File: config.mk
export PLATFORM = sky130hd
export DESIGN_NAME = bus_read_master_flat
export DESIGN_NICKNAME = d
export VERILOG_FILES = /design/src/rtl/bus_read_master_if.sv /design/src/rtl/bus_read_master.sv /design/src/flat_wrapper.sv
export SDC_FILE = /design/constraint.sdc
export NUM_CORES = 1
export LEC_CHECK = 0
export ABC_CLOCK_PERIOD_IN_PS = 2360
export CORE_ASPECT_RATIO = 0.9
export CORE_MARGIN = 5
export CORE_UTILIZATION = 45
export CTS_CLUSTER_SIZE = 8
export DETAILED_ROUTE_END_ITERATION = 7
export GPL_TIMING_DRIVEN = 1
export PLACE_DENSITY = 0.85
export SETUP_SLACK_MARGIN = 0.4
export SLEW_MARGIN = 20
export SYNTH_ARGS = -nofsm -noshare
export SYNTH_HDL_FRONTEND = slang
export SYNTH_SLANG_ARGS = --single-unit
File: constraint.sdc
create_clock -name clk -period 2.36 [get_ports clk]
set_input_delay 0.59 -clock clk [delete_from_list [all_inputs] [get_ports clk]]
set_output_delay 0.59 -clock clk [all_outputs]
set_load 0.02 [all_outputs]
File: src/rtl/bus_read_master_if.sv
// Request/response and program-memory signals of the CPU-side read master.
// The master modport is the DUT's view; the slave modport is the core and memory side.
interface bus_read_master_if;
    logic        req;
    logic [1:0]  req_op;
    logic [15:0] req_addr;
    logic        busy;
    logic        done;
    logic [15:0] rdata;
    logic        vec_valid;
    logic [15:0] vec_pc;
    logic [15:0] mem_address;
    logic [7:0]  mem_data;

    modport master (
        input  req, req_op, req_addr, mem_data,
        output busy, done, rdata, vec_valid, vec_pc, mem_address
    );

    modport slave (
        output req, req_op, req_addr, mem_data,
        input  busy, done, rdata, vec_valid, vec_pc, mem_address
    );
endinterface

File: src/rtl/bus_read_master.sv
// Read-only initiator for the combinational program memory: fetches the reset
// vector out of reset, then serves byte, linear-word and page-wrap-word reads.
module bus_read_master #(
    parameter logic [15:0] RESET_VECTOR = 16'hFFFC
) (
    input  logic               clk,
    input  logic               rst,
    bus_read_master_if.master  bus
);

    typedef enum logic [2:0] {
        VEC_LO,
        VEC_HI,
        IDLE,
        RD_LO,
        RD_HI
    } state_t;

    state_t      state, state_n;
    logic [1:0]  op_q, op_n;
    logic [15:0] addr_q, addr_n;
    logic [15:0] mem_address_n;
    logic        busy_n;
    logic        done_n;
    logic [15:0] rdata_n;
    logic        vec_valid_n;
    logic [15:0] vec_pc_n;

    always_ff @(posedge clk or posedge rst) begin
        if (rst) begin
            state           <= VEC_LO;
            op_q            <= 2'b00;
            addr_q          <= 16'h0000;
            bus.mem_address <= RESET_VECTOR;
            bus.busy        <= 1'b1;
            bus.done        <= 1'b0;
            bus.rdata       <= 16'h0000;
            bus.vec_valid   <= 1'b0;
            bus.vec_pc      <= 16'h0000;
        end else begin
            state           <= state_n;
            op_q            <= op_n;
            addr_q          <= addr_n;
            bus.mem_address <= mem_address_n;
            bus.busy        <= busy_n;
            bus.done        <= done_n;
            bus.rdata       <= rdata_n;
            bus.vec_valid   <= vec_valid_n;
            bus.vec_pc      <= vec_pc_n;
        end
    end

    // Memory answers combinationally, so each state samples mem_data for the
    // address it set up one edge earlier: one cycle per byte.
    always_comb begin
        state_n       = state;
        op_n          = op_q;
        addr_n        = addr_q;
        mem_address_n = bus.mem_address;
        busy_n        = bus.busy;
        done_n        = 1'b0;
        rdata_n       = bus.rdata;
        vec_valid_n   = bus.vec_valid;
        vec_pc_n      = bus.vec_pc;

        case (state)
            VEC_LO: begin
                vec_pc_n[7:0] = bus.mem_data;
                mem_address_n = RESET_VECTOR + 16'd1;
                state_n       = VEC_HI;
            end
            VEC_HI: begin
                vec_pc_n[15:8] = bus.mem_data;
                vec_valid_n    = 1'b1;
                busy_n         = 1'b0;
                state_n        = IDLE;
            end
            IDLE: begin
                if (bus.req) begin
                    mem_address_n = bus.req_addr;
                    op_n          = bus.req_op;
                    addr_n        = bus.req_addr;
                    busy_n        = 1'b1;
                    state_n       = RD_LO;
                end
            end
            RD_LO: begin
                rdata_n = {8'h00, bus.mem_data};
                case (op_q)
                    2'b01: begin
                        mem_address_n = addr_q + 16'd1;
                        state_n       = RD_HI;
                    end
                    // 6502 JMP-indirect quirk: the high byte comes from the same page
                    2'b10: begin
                        mem_address_n = {addr_q[15:8], addr_q[7:0] + 8'd1};
                        state_n       = RD_HI;
                    end
                    default: begin
                        done_n  = 1'b1;
                        busy_n  = 1'b0;
                        state_n = IDLE;
                    end
                endcase
            end
            RD_HI: begin
                rdata_n[15:8] = bus.mem_data;
                done_n        = 1'b1;
                busy_n        = 1'b0;
                state_n       = IDLE;
            end
            default: begin
                state_n = VEC_LO;
            end
        endcase
    end

endmodule

File: src/flat_wrapper.sv
// flat-port wrapper written by rule: the top's interface ports become plain ports
module bus_read_master_flat 
#(
    parameter logic [15:0] RESET_VECTOR = 16'hFFFC
)
  (clk, rst, bus_req, bus_req_op, bus_req_addr, bus_mem_data, bus_busy, bus_done, bus_rdata, bus_vec_valid, bus_vec_pc, bus_mem_address);
  bus_read_master_if bus_i ();
  input  logic clk;
  input  logic rst;
  input wire logic [$bits(bus_i.req)-1:0] bus_req;
  input wire logic [$bits(bus_i.req_op)-1:0] bus_req_op;
  input wire logic [$bits(bus_i.req_addr)-1:0] bus_req_addr;
  input wire logic [$bits(bus_i.mem_data)-1:0] bus_mem_data;
  output wire logic [$bits(bus_i.busy)-1:0] bus_busy;
  output wire logic [$bits(bus_i.done)-1:0] bus_done;
  output wire logic [$bits(bus_i.rdata)-1:0] bus_rdata;
  output wire logic [$bits(bus_i.vec_valid)-1:0] bus_vec_valid;
  output wire logic [$bits(bus_i.vec_pc)-1:0] bus_vec_pc;
  output wire logic [$bits(bus_i.mem_address)-1:0] bus_mem_address;
  assign bus_i.req = bus_req;
  assign bus_i.req_op = bus_req_op;
  assign bus_i.req_addr = bus_req_addr;
  assign bus_i.mem_data = bus_mem_data;
  assign bus_busy = bus_i.busy;
  assign bus_done = bus_i.done;
  assign bus_rdata = bus_i.rdata;
  assign bus_vec_valid = bus_i.vec_valid;
  assign bus_vec_pc = bus_i.vec_pc;
  assign bus_mem_address = bus_i.mem_address;
  bus_read_master #(.RESET_VECTOR(RESET_VECTOR)) u_core (.clk(clk), .rst(rst), .bus(bus_i));
endmodule
==> flow_metrics.tcl <==
set metrics [dict create \
    finalSetupViolCount 0 \
    cts-htree-levels 3 \
    clock_latency_ps 350 \
    layoutNonFillerInstCount 527 \
    reg2reg_depth 3 \
    dp_cells 510 \
    min_period_ps 1940 \
    period_share_pct 82.2 \
    skew_ps 7.77 \
    first_pass_iters 4 \
    core.rowCount 30 \
    final_hold_viol_count 0 \
    crit_chain "clkdlybuf4s50_1" \
    path_buf_inv 1 \
    async_flop_share_pct 100 \
    port_buffers 79 \
    cp_max_fo 2 \
    layout_common_cells "dfrtp_1 (57), nand2_1 (40), clkdlybuf4s50_1 (35), nor2_1 (26), dlygate4sd2_1 (24)" \
    wl_per_cell_um 17.5 \
    cts_made_buffers 9 \
    core_um2 7620 \
    cts_tree "built" \
    routed_via_density 5.58 \
    crit_path_start "u_core.bus.vec_pc[0]$_DFFE_PP0P_" \
    critPathLaunchType "flop" \
    dr.first_iter.drc_count 168 \
    finalNetCount 458 \
    wl_met3_um 682 \
    dr_total_vias 2940 \
    ant_nets 0 \
    mostFrequentLayoutCell "dfrtp_1" \
    hold_depth 1 \
    grt_usage_pct 18.8 \
    arrival_ps 1350 \
    grt_max_degree 73 \
    syn_avg_cell_area_um2 10.5 \
    clkSinkCount 72 \
    pwr_density_cell_nw_per_um2 1540 \
    crit_path_max_incr_delay_ps 620 \
    synthFlopType "dfrtp_1" \
    start_util_pct 46.5 \
    n_antenna_cell 0 \
    worstHoldPathType "flop to flop" \
    slew-limit-headroom_pct 64.9 \
    cts_max_path_buffers 2 \
    worstMarginPinSlew_ps 524 \
    crit_type "flop to output pin" \
    yosys.area.top_type "dfrtp_1" \
    finalInstanceArea_um2 4740 \
    grt_pass1_wl_um 14900 \
    wl_met1_um 3920 \
    ys_ff_latch 72 \
    critPathTopFamily "buffers and inverters" \
    synthCells 338 \
    drive_above_1_share_pct 20.4 \
    synthDistinctLibCells 54 \
    r2r_slack_ps 530 \
    dpl_cell_area_um2 4490 \
    ir_drop_mv 0.746 \
    overflow 0 \
    synthTopCellsByArea "dfrtp_1 (40%), dfstp_2 (11%), mux2_2 (7.3%)" \
    reg2reg_from "u_core.state[0]$_DFFE_PP0P_" \
    dieArea_um2 9750 \
    synth_edf_count 0 \
    die_w_um 104 \
    area_growth_pct 33.6 \
    clk_pin_slew_ps 90 \
    synth_top_area_share_pct 40.2 \
    syn-cell-area_um2 3540 \
    yosys_warnings 0 \
    antenna_found_initial 0 \
    tns_ps 0 \
    drc 0 \
    synth_sequential_area_ratio_pct 51.4 \
    cp_slowest_cell "clkdlybuf4s50_1" \
    grt_pass1_vias 3000 \
    min_from "u_core.bus.vec_valid$_DFFE_PP0N_" \
    num_io_pins 80 \
    wl_met2_um 4530 \
    rsz0062_at_grt "no" \
    max_freq_mhz 515 \
    cts-root-buf "clkbuf_8" \
    run_status "finished clean" \
    drv_slew 0 \
    dpl.hpwl_um 6370 \
    synthesis.nets 370 \
    die_h_um 94.2 \
    timing.rr.end "u_core.bus.vec_pc[13]$_DFFE_PP0N_" \
    drt_wl_total_um 9240 \
    place_congestion 0.836 \
    crit_required_ps 1770 \
    p_leak_nw 2.17 \
    top_layer "met4" \
    end_kind "output pin" \
    maxCapViolCount 0 \
    holdPathEnd "u_core.bus.vec_valid$_DFFE_PP0N_" \
]
==> synth_stat cells (2+ instances only) <==
cell type / number
mux2_4: 3
a311oi_1: 2
inv_1: 17
a221oi_1: 3
nand3_1: 8
a31oi_1: 2
o2111ai_1: 4
dfrtp_1: 57
nor4_1: 3
xnor2_1: 3
o221ai_1: 4
nand2_1: 40
nand2b_1: 3
and2_1: 3
nand3b_1: 2
nor2b_1: 5
o21ai_0: 14
and4_1: 3
nand4_1: 4
and3_1: 3
mux2_2: 23
buf_6: 5
mux2i_1: 3
nor3_1: 8
dfstp_2: 15
buf_2: 12
a211oi_1: 5
nor3_4: 2
ha_1: 3
o22ai_1: 10
a21oi_1: 17
o22a_1: 2
nor3b_1: 3
or3_1: 2
nor2_1: 26
==> state kept, by name, indices dropped and copies added, names as in the netlist <==
name,count
u_core.addr_q,16
u_core.bus.busy,1
u_core.bus.done,1
u_core.bus.mem_address,16
u_core.bus.rdata,16
u_core.bus.vec_pc,16
u_core.bus.vec_valid,1
u_core.op_q,2
u_core.state,3
==> per-stage QoR <==
step	utilization (%)	worst slack [ps]	power [mW]	hold WS (ps)
6_report	62.2	420	7.31	471
5_1_grt	62.2	405	7.81	513
4_1_cts	61.1	403	7.27	481
3_5_place_dp	59.0	167	6.39	457
3_3_place_gp	59.0	222	6.26	452
2_1_floorplan	-	669	4.84	485
==> routing by layer <==
layer  up-vias  GRT usage, %
li1       1374             -
met1      1445          24.9
met2       113          29.7
met3         8          5.57
met4         0          6.23
met5         -             0
==> worst max-delay path by stage <==
stage               slack (ps)                                endpoint  cells past startpoint
floorplan                  670            u_core.addr_q[3]$_DFFE_PP0P_                      6
global placement           220  u_core.bus.mem_address[12]$_DFFE_PP1P_                      7
detailed placement         170            u_core.addr_q[4]$_DFFE_PP0P_                      5
CTS                        400  u_core.bus.mem_address[13]$_DFFE_PP1P_                      6
global route               410                           bus_vec_pc[0]                      1
finish                     420                           bus_vec_pc[0]                      1
==> cell type report <==
type                       instances  area, um2
tap                               96        120
sequential                        72       1820
multi-input combinational        229       1540
clock buffer                       9        124
inverter                          17       67.6
fill                             616       2880
clock inverter                     7       68.8
timing repair buffer              97        996
==> report_power, final <==
part           total, mW  internal, mW  switching (mW)
combinational       3.95          1.79            2.16
sequential          2.39          1.92           0.466
clock              0.972         0.417           0.555
total               7.31          4.13            3.18
==> cells by family after synthesis <==
group	Yosys count	synth area share, %
buffers and inverters	37	5.51
flip-flops	72	51.4
AO/OA/AOI/OAI	70	13.2
XOR/XNOR	3	0.741
AND/OR/NAND/NOR	123	18.4
multiplexers	30	9.74
adder cells (fa/ha/maj)	3	1.06
==> timing repair <==
action | CTS | global route
setup endpoints to repair | 26 | 35
pin swaps | 1 | 1
resized for setup | 24 | 23
setup buffers | 0 | 1
hold buffers | 0 | 0
Note: power is estimated with default switching activity, not from simulation.
